### config.mk
export PLATFORM = sky130hd
export DESIGN_NAME = lsu_split_access
export DESIGN_NICKNAME = d
export VERILOG_FILES = /design/src/rtl/lsu_pkg.sv /design/src/rtl/lsu_lane_align.sv /design/src/rtl/lsu_split_access.sv
export SDC_FILE = /design/constraint.sdc
export NUM_CORES = 1
export LEC_CHECK = 0
export BUFFER_PORTS_ARGS = -buffer_cell sky130_fd_sc_hd__buf_2
export CAP_MARGIN = 20
export CORE_MARGIN = 2
export CORE_UTILIZATION = 40
export CTS_CLUSTER_SIZE = 16
export DETAILED_ROUTE_END_ITERATION = 10
export PLACE_DENSITY = 0.65
export REMOVE_ABC_BUFFERS = 1
export SKIP_LAST_GASP = 1
export SLEW_MARGIN = 20
export SYNTH_ARGS = -nofsm -noshare
export SYNTH_HDL_FRONTEND = slang
export SYNTH_HIERARCHICAL = 1
export SYNTH_SLANG_ARGS = --single-unit
### constraint.sdc
create_clock -name clk -period 4.4 [get_ports clk]
set_clock_uncertainty 0.2 [all_clocks]
set_input_delay 0.88 -clock clk [delete_from_list [all_inputs] [get_ports clk]]
set_output_delay 0.88 -clock clk [all_outputs]
set_load 0.05 [all_outputs]
### src/rtl/lsu_pkg.sv
// Shared constants, state encoding and size helpers for the split-access LSU.
package lsu_pkg;

  localparam logic [2:0] F3_B  = 3'b000;
  localparam logic [2:0] F3_H  = 3'b001;
  localparam logic [2:0] F3_W  = 3'b010;
  localparam logic [2:0] F3_BU = 3'b100;
  localparam logic [2:0] F3_HU = 3'b101;

  typedef enum logic [2:0] {
    ST_IDLE    = 3'd0,
    ST_ISSUE0  = 3'd1,
    ST_ISSUE1  = 3'd2,
    ST_CAPTURE = 3'd3,
    ST_RESP    = 3'd4
  } state_t;

  // Number of bytes touched by an access; zero for encodings we do not support.
  function automatic logic [2:0] size_bytes(input logic [2:0] funct3);
    case (funct3)
      F3_B, F3_BU: size_bytes = 3'd1;
      F3_H, F3_HU: size_bytes = 3'd2;
      F3_W:        size_bytes = 3'd4;
      default:     size_bytes = 3'd0;
    endcase
  endfunction

  // Unsigned variants only make sense for loads.
  function automatic logic is_legal(input logic [2:0] funct3, input logic we);
    case (funct3)
      F3_B, F3_H, F3_W: is_legal = 1'b1;
      F3_BU, F3_HU:     is_legal = !we;
      default:          is_legal = 1'b0;
    endcase
  endfunction

endpackage

### src/rtl/lsu_lane_align.sv
// Combinational lane steering: positions store data/byte enables across two
// words and merges/extends two read words into a load result.
module lsu_lane_align
  import lsu_pkg::*;
(
  input  logic [2:0]  funct3,
  input  logic [1:0]  off,
  input  logic [31:0] wdata,
  input  logic [31:0] word0,
  input  logic [31:0] word1,
  output logic [31:0] store_lo,
  output logic [31:0] store_hi,
  output logic [7:0]  store_mask,
  output logic [31:0] load_data
);

  logic [31:0] size_mask;
  logic [3:0]  byte_mask;
  logic [63:0] store_wide;
  logic [31:0] merged;

  // Shift the size-masked store data and its byte mask up by the byte offset
  // across a two-word window; the load side shifts the pair down the same way.
  always_comb begin
    size_mask = 32'd0;
    byte_mask = 4'd0;
    case (size_bytes(funct3))
      3'd1: begin size_mask = 32'h0000_00ff; byte_mask = 4'b0001; end
      3'd2: begin size_mask = 32'h0000_ffff; byte_mask = 4'b0011; end
      3'd4: begin size_mask = 32'hffff_ffff; byte_mask = 4'b1111; end
      default: begin size_mask = 32'd0; byte_mask = 4'd0; end
    endcase

    store_wide = {32'd0, wdata & size_mask} << {off, 3'b000};
    store_lo   = store_wide[31:0];
    store_hi   = store_wide[63:32];
    store_mask = {4'd0, byte_mask} << off;

    merged = 32'({word1, word0} >> {off, 3'b000});
    case (funct3)
      F3_B:    load_data = {{24{merged[7]}}, merged[7:0]};
      F3_BU:   load_data = {24'd0, merged[7:0]};
      F3_H:    load_data = {{16{merged[15]}}, merged[15:0]};
      F3_HU:   load_data = {16'd0, merged[15:0]};
      F3_W:    load_data = merged;
      default: load_data = 32'd0;
    endcase
  end

endmodule

### src/rtl/lsu_split_access.sv
// Load/store initiator that turns one CPU access into one or two aligned
// word accesses on a byte-lane memory port, so misaligned H/W accesses work.
module lsu_split_access
  import lsu_pkg::*;
#(
  parameter int DM_ADDRESS = 9,
  parameter int DATA_W     = 32
) (
  input  logic                  clk,
  input  logic                  reset,
  input  logic                  req_valid,
  output logic                  req_ready,
  input  logic                  req_we,
  input  logic [2:0]            req_funct3,
  input  logic [DM_ADDRESS-1:0] req_addr,
  input  logic [DATA_W-1:0]     req_wdata,
  output logic                  resp_valid,
  output logic [DATA_W-1:0]     resp_rdata,
  output logic                  resp_err,
  output logic [31:0]           mem_addr,
  output logic [31:0]           mem_wdata,
  output logic [3:0]            mem_wr,
  input  logic [31:0]           mem_rdata
);

  localparam logic [DM_ADDRESS-1:0] WORD_STEP = DM_ADDRESS'(4);

  state_t                state;
  logic                  lat_we;
  logic [2:0]            lat_f3;
  logic [DM_ADDRESS-1:0] lat_addr;
  logic [DATA_W-1:0]     lat_wdata;
  logic [31:0]           word0_buf;

  logic [1:0]            off;
  logic [3:0]            span;
  logic                  split;
  logic [DM_ADDRESS-1:0] w0;
  logic [DM_ADDRESS-1:0] w1;
  logic [31:0]           store_lo;
  logic [31:0]           store_hi;
  logic [7:0]            store_mask;
  logic [31:0]           load_data;
  logic [31:0]           merge_word0;
  logic                  wr_raw_en;
  logic [3:0]            wr_raw;

  // Geometry of the latched request: offset, whether it straddles a word,
  // and the two word addresses (the second wraps at the top of memory).
  always_comb begin
    off   = lat_addr[1:0];
    span  = {2'b00, off} + {1'b0, size_bytes(lat_f3)};
    split = (span > 4'd4);
    w0    = {lat_addr[DM_ADDRESS-1:2], 2'b00};
    w1    = w0 + WORD_STEP;
    // In CAPTURE the live read word is word1 when split, otherwise word0.
    merge_word0 = split ? word0_buf : mem_rdata;
  end

  lsu_lane_align u_align (
    .funct3     (lat_f3),
    .off        (off),
    .wdata      (lat_wdata),
    .word0      (merge_word0),
    .word1      (mem_rdata),
    .store_lo   (store_lo),
    .store_hi   (store_hi),
    .store_mask (store_mask),
    .load_data  (load_data)
  );

  // Sequencer: latch the request, issue one or two word accesses, collect
  // read data, then present a single-cycle response.
  always_ff @(posedge clk) begin
    if (reset) begin
      state      <= ST_IDLE;
      lat_we     <= 1'b0;
      lat_f3     <= 3'd0;
      lat_addr   <= '0;
      lat_wdata  <= '0;
      word0_buf  <= 32'd0;
      resp_rdata <= '0;
      resp_err   <= 1'b0;
    end else begin
      case (state)
        ST_IDLE: begin
          if (req_valid) begin
            lat_we     <= req_we;
            lat_f3     <= req_funct3;
            lat_addr   <= req_addr;
            lat_wdata  <= req_wdata;
            resp_rdata <= '0;
            resp_err   <= !is_legal(req_funct3, req_we);
            state      <= is_legal(req_funct3, req_we) ? ST_ISSUE0 : ST_RESP;
          end
        end
        ST_ISSUE0: begin
          if (split)       state <= ST_ISSUE1;
          else if (lat_we) state <= ST_RESP;
          else             state <= ST_CAPTURE;
        end
        ST_ISSUE1: begin
          if (!lat_we) word0_buf <= mem_rdata;
          state <= lat_we ? ST_RESP : ST_CAPTURE;
        end
        ST_CAPTURE: begin
          resp_rdata <= load_data;
          state      <= ST_RESP;
        end
        ST_RESP: begin
          state <= ST_IDLE;
        end
        default: begin
          state <= ST_IDLE;
        end
      endcase
    end
  end

  // Memory port drive per state; write enables are killed by reset so an
  // aborted split store never lands a partial write.
  always_comb begin
    mem_addr  = 32'd0;
    mem_wdata = 32'd0;
    wr_raw    = 4'd0;
    case (state)
      ST_ISSUE0: begin
        mem_addr = {{(32-DM_ADDRESS){1'b0}}, w0};
        if (lat_we) begin
          mem_wdata = store_lo;
          wr_raw    = store_mask[3:0];
        end
      end
      ST_ISSUE1: begin
        mem_addr = {{(32-DM_ADDRESS){1'b0}}, w1};
        if (lat_we) begin
          mem_wdata = store_hi;
          wr_raw    = store_mask[7:4];
        end
      end
      default: begin
        mem_addr  = 32'd0;
        mem_wdata = 32'd0;
        wr_raw    = 4'd0;
      end
    endcase
    wr_raw_en = !reset;
    mem_wr    = wr_raw & {4{wr_raw_en}};
  end

  // Handshake outputs follow directly from the state register.
  always_comb begin
    req_ready  = (state == ST_IDLE);
    resp_valid = (state == ST_RESP);
  end

endmodule

# Yosys cells after proc, flatten, opt, wreduce, memory -nomap -nowiden

Index checks and enable logic that the tools add are counted.

Equal/unequal tests: 16
Muxes and demuxes: 23
Shifts and indexed selects: 3
Add/subtract/negate cells: 2
Reductions and logical operators: 14
$lt $le $gt $ge: 1
Bitwise logic cells: 3

Operators with widths:

| cell                  | count |
|---|---|
| $pmux W32 S5          | 1 |
| $mux W32              | 4 |
| $pmux W32 S2          | 2 |
| $pmux W32 S3          | 1 |
| $shl A32 B5 Y64       | 1 |
| $shr A64 B5 Y32       | 1 |
| $and A32 B32 Y32      | 1 |
| $eq A3 B3 Y1 const B  | 6 |
| $pmux W9 S2           | 1 |
| $eq A3 B2 Y1 const B  | 5 |
| $eq A3 B1 Y1 const B  | 4 |
| $mux W3               | 4 |
| $pmux W3 S4           | 1 |
| $pmux W4 S3           | 1 |
| $add A9 B3 Y9 const B | 1 |
| $logic_not A3 Y1      | 3 |
| $pmux W3 S3           | 1 |
| $mux W4               | 2 |
| $pmux W4 S2           | 1 |
| $shl A4 B2 Y8         | 1 |
| $reduce_and A2 Y1     | 3 |
| $reduce_or A2 Y1      | 3 |
| $add A2 B3 Y4         | 1 |
| $and A4 B4 Y4         | 1 |
| 8 further kinds       | 12 |

Logic and storage cells: 70
Input bits: 80
Output and inout port bits: 103
Register bits: 113

# Depth between registers and ports, before layout

Depth after elaboration: 9
Gate-level depth with buffers: 14
Gate-level depth less buffers: 12

# By module

Netlist, hierarchy kept.

Modules (own cells, without submodules):

| module           | seq. area each (sq um) | cells an instance | area each (sq um) | instances |
|---|---|---|---|---|
| lsu_split_access | 2,262.2                | 664               | 5,245.0           | 1 |
| lsu_lane_align   | 0.0                    | 268               | 2,237.1           | 1 |

# Worst setup path before layout

No wires, ideal clock.

Path type: flip-flop to flip-flop
Start point: register lat_f3[1]
End point: register resp_rdata[23]
Stages on the path, launching flop included: 15
Arrival time: 3.310 ns
Period minus slack after synthesis: 3.642 ns
Buffers on the path: 2
Setup slack: 0.758 ns
Cell sequence: dfxtp_1 > nor2_1 > ha_1 > fa_1 > o21ai_0 > mux2i_1 > nor2_2 > buf_6 > mux2_2 > mux4_2 > mux2i_4 > clkbuf_2 > o32ai_1 > nand2_1 > a21oi_1

Longest elaborated chain between the ends: 9
Elaborated cells on any way between the ends: 14
Classes of those cells: 1 x add/sub; 1 x order compare; 4 x eq/ne; 1 x shift; 4 x mux; 3 x reduce/logical

RTL lines:

| item                                 | RTL line                | source |
|---|---|---|
| start: declaration                   | lsu_split_access.sv:30  | `logic [2:0] lat_f3;` |
| start signal: assignment             | lsu_split_access.sv:89  | `lat_f3 <= req_funct3;` |
| $eq A3 B1 Y1 (tied with other cells) | lsu_pkg.sv:20           | `case (funct3)` |
| $reduce_or A2 Y1                     | lsu_pkg.sv:20           |  |
| $pmux W3 S3 *                        | lsu_pkg.sv:20           |  |
| $add A2 B3 Y4 *                      | lsu_split_access.sv:52  | `span = {2'b00, off} + {1'b0, size_bytes(lat_f3)};` |
| $gt A4 B3 Y1 *                       | lsu_split_access.sv:53  | `split = (span > 4'd4);` |
| $mux W32 *                           | lsu_split_access.sv:57  | `merge_word0 = split ? word0_buf : mem_rdata;` |
| named net merge_word0[15]            | lsu_split_access.sv:44  | `logic [31:0] merge_word0;` |
| $shr A64 B5 Y32 *                    | lsu_lane_align.sv:39    | `merged = 32'({word1, word0} >> {off, 3'b000});` |
| $pmux W32 S5 *                       | lsu_lane_align.sv:40    | `case (funct3)` |
| named net load_data[23]              | lsu_split_access.sv:43  | `logic [31:0] load_data;` |
| $pmux W32 S2 *                       | lsu_split_access.sv:85  | `case (state)` |
| end signal: assignment               | lsu_split_access.sv:107 | `resp_rdata <= load_data;` |
| end: declaration                     | lsu_split_access.sv:18  | `output logic [DATA_W-1:0] resp_rdata,` |

The timed path passes the listed nets; every way through them passes the cells marked *.
A chain may end at the register's enable or synchronous reset.

# Worst setup path in the final report

Start point: register lat_f3[1]
End point: output port mem_wdata[4]

Longest elaborated chain between the ends: 9
Elaborated cells on any way between the ends: 17
Classes of those cells: 7 x eq/ne; 1 x shift; 5 x mux; 1 x bitwise; 3 x reduce/logical

RTL lines:

| item                                 | RTL line                | source |
|---|---|---|
| $eq A3 B1 Y1 (tied with other cells) | lsu_pkg.sv:20           |  |
| $reduce_or A2 Y1                     | lsu_pkg.sv:20           |  |
| $pmux W3 S3 *                        | lsu_pkg.sv:20           |  |
| $eq A3 B3 Y1 (tied with other cells) | lsu_lane_align.sv:27    | `case (size_bytes(funct3))` |
| $pmux W32 S3 *                       | lsu_lane_align.sv:27    |  |
| $and A32 B32 Y32 *                   | lsu_lane_align.sv:34    | `store_wide = {32'd0, wdata & size_mask} << {off, 3'b000};` |
| $shl A32 B5 Y64 *                    | lsu_lane_align.sv:34    |  |
| named net store_hi[4]                | lsu_split_access.sv:41  | `logic [31:0] store_hi;` |
| $mux W32 *                           | lsu_split_access.sv:136 | `if (lat_we) begin` |
| $pmux W32 S2 *                       | lsu_split_access.sv:126 | `case (state)` |
| end: declaration                     | lsu_split_access.sv:21  | `output logic [31:0] mem_wdata,` |

Marks and branches as above.

==> results.sh <==
export IMPL_status="finished clean"
export IMPL_synth_seq_cells=113
export IMPL_layout_nets=1129
export IMPL_start_kind="flip-flop"
export IMPL_cp_end_kind="output port"
export IMPL_p_leak_nw=3.47
export IMPL_arrival_ns=2.94
export IMPL_hold_start="word0_buf[20]"
export IMPL_tns_ns=0
export IMPL_ant_nets=0
export IMPL_critical_path_max_fanout=17
export IMPL_yosysSeqAreaShare_pct=30.2
export IMPL_slowest_stage="or3b_1"
export IMPL_max_cap_violations=0
export IMPL_cts_htree_levels=4
export IMPL_critPathRequiredTime_ns=3.32
export IMPL_num_rows=50
export IMPL_die_w_um=141
export IMPL_synth_edf_count=0
export IMPL_p_per_area_nw_per_um2=372
export IMPL_cts_sinks=113
export IMPL_place_congestion=0.830
export IMPL_vias_per_cell=5.61
export IMPL_ys_flop_type="dfxtp_1"
export IMPL_die_area_um2=19800
export IMPL_drive_gt1_share_pct=27.8
export IMPL_pin_count=183
export IMPL_muxShareOfSynthArea_pct=17.5
export IMPL_yosys_warnings=6
export IMPL_fillCellCount=1837
export IMPL_synth_compound_area_share_pct=19.3
export IMPL_dp_hpwl_um=14600
export IMPL_syn_avg_cell_area_um2=8.03
export IMPL_cts_root_buf="clkbuf_16"
export IMPL_post_route_period_util_pct=91.4
export IMPL_mostFrequentLayoutCell="nand2_1"
export IMPL_power_total_mw=3.28
export IMPL_cts_tree="built"
export IMPL_cts_clk_slew_worst_paths_ns=0.05
export IMPL_slew_headroom_pct=38.5
export IMPL_max_freq_mhz=249
export IMPL_coreArea_um2=18500
export IMPL_cts_resized=0
export IMPL_synthCells=932
export IMPL_hold_violations=0
export IMPL_finalWirelength_um=22500
export IMPL_crit_type="flip-flop to output port"
export IMPL_holdBufCountCts=0
export IMPL_ys_async_sr_fraction_pct=0
export IMPL_gr_usage_all_layers_pct=22.1
export IMPL_worstMarginPinSlew_ns=0.923
export IMPL_grt_pass1_vias=6524
export IMPL_overflow=0
export IMPL_final_cell_mix="nand2_1, buf_2, a21oi_1"
export IMPL_synthAdderAreaFrac_pct=0.769
export IMPL_crit_chain="or3b_1 -> a211oi_4 -> a221o_1 -> a22o_1 -> buf_2"
export IMPL_drtIter0Drc=487
export IMPL_rsz0062_at_grt="no"
export IMPL_drv_slew=0
export IMPL_syn_to_final_growth_pct=17.9
export IMPL_max_stage_delay_ns=0.74
export IMPL_grt_pass1_wl_um=35100
export IMPL_finalInstanceArea_um2=8820
export IMPL_layoutNonFillerInstCount=1294
export IMPL_dr_pass1_iters=6
export IMPL_start_util_pct=40.4
export IMPL_placed_cells=1260
export IMPL_io_buffers=157
export IMPL_synth_top_family_by_area="simple AND/OR/NAND/NOR gates"
export IMPL_clockBufferDepth=2
export IMPL_post_cts_buffers=0
export IMPL_irDropWorstVdd_mv=0.326
export IMPL_wire_per_inst_um=17.4
export IMPL_placedInstanceArea_um2=8210
export IMPL_grt_max_degree=67
export IMPL_clk_latency_ns=0.42
export IMPL_min_path_type="flip-flop to flip-flop"
export IMPL_synth_cell_type_count=59
export IMPL_syn_area_um2=7480
export IMPL_worstSetupStartpoint="lat_f3[1]"
export IMPL_setup_violations=0
export IMPL_antenna_found_initial=2
export IMPL_vias=7259
export IMPL_r2r_start="lat_f3[1]"
export IMPL_drc=0
export IMPL_period_needed_ns=4.02
export IMPL_holdWs_ns=0.252
export IMPL_synthSimpleGateAreaFrac_pct=22.6
export IMPL_cts_buffers=17
export IMPL_die_h_um=141
export IMPL_synth_xor_area_share_pct=0.117
==> where the power goes <==
part / internal (mW) / total (mW) / switching (mW) / leakage (nW)
Sequential: 1.07 / 1.13 / 0.0554 / 0.919
Clock: 0.908 / 1.40 / 0.490 / 0.298
Combinational: 0.285 / 0.751 / 0.466 / 2.25
==> per-stage QoR <==
step	util [%]	setup slack [ns]
after detailed placement	44.4	0.537
after floorplan	-	-1.48
after global placement	44.4	0.654
after global routing	47.6	0.210
final	47.6	0.378
after CTS	47.6	0.396
==> area by class of cell <==
class / count / area, um^2 / area share (%)
multi-input combinational: 721 / 4650 / 52.7
tap: 234 / 293 / 3.32
timing repair buffer: 180 / 961 / 10.9
antenna: 2 / 5.00 / 0.0567
clock buffer: 23 / 499 / 5.66
inverter: 12 / 45.0 / 0.511
clock inverter: 9 / 101 / 1.15
sequential: 113 / 2270 / 25.7
==> kinds of logic (layout without fill, tap and decap cells) <==
family                     Yosys count  after routing
AOI/OAI and AO/OA                  228            228
xor gates and xnor gates             1              1
adders and majority gates            4              4
buffers and inverters              130            224
DFF                                113            113
muxes                               85             85
other                                2             36
and+or+nand+nor                    369            369
==> routing by layer <==
layer / vias to the layer above / share of wire (%) / routed length [um] / GRT usage, %
met5: - / 0.058 / 13 / 0
met4: 2 / 1.6 / 364 / 6.95
met3: 32 / 9.2 / 2070 / 6.32
met2: 326 / 46 / 10400 / 34.6
met1: 3443 / 43 / 9680 / 29.7
li1: 3456 / - / - / -
==> final timing paths <==
kind | end | slack (ns) | cells past startpoint
worst max-delay path | mem_wdata[4] | 0.38 | 5
worst min-delay path | word0_buf[20] | 0.25 | 2
worst max register to register | resp_rdata[23] | 0.52 | 12
worst min register to register | word0_buf[20] | 0.25 | 2
==> critical path: cells and delay by family, from the launching register on <==
| kind | cells | cell delay [ns] |
|---|---|---|
| AND/OR/NAND/NOR | 1 | 0.74 |
| flip-flops | 1 | 0.51 |
| buffers and inverters | 1 | 0.27 |
| AO/OA/AOI/OAI | 3 | 1.00 |
==> synth_stat cells (all sizes together), types with 11 or more instances <==
cell / number / share of area [%]
nand2: 218 / 11
a21oi: 115 / 7.7
dfxtp: 113 / 30
buf: 67 / 6.3
clkbuf: 51 / 2.6
o21ai: 38 / 2.5
a22o: 34 / 4.0
mux2: 34 / 5.1
nand3: 33 / 2.2
mux4: 32 / 9.6
nor2: 27 / 1.5
nor3: 23 / 1.8
and2: 19 / 1.6
mux2i: 19 / 2.7
a221o: 15 / 2.0
nor3b: 12 / 1.3
inv: 11 / 0.55
==> flip-flops by register name, summed over array words and instances (netlist names) <==
name / flops
state: 3
lat_addr: 9
lat_wdata: 32
resp_err: 1
lat_we: 1
word0_buf: 32
lat_f3: 3
resp_rdata: 32
Power figures use the tool's default switching activity.
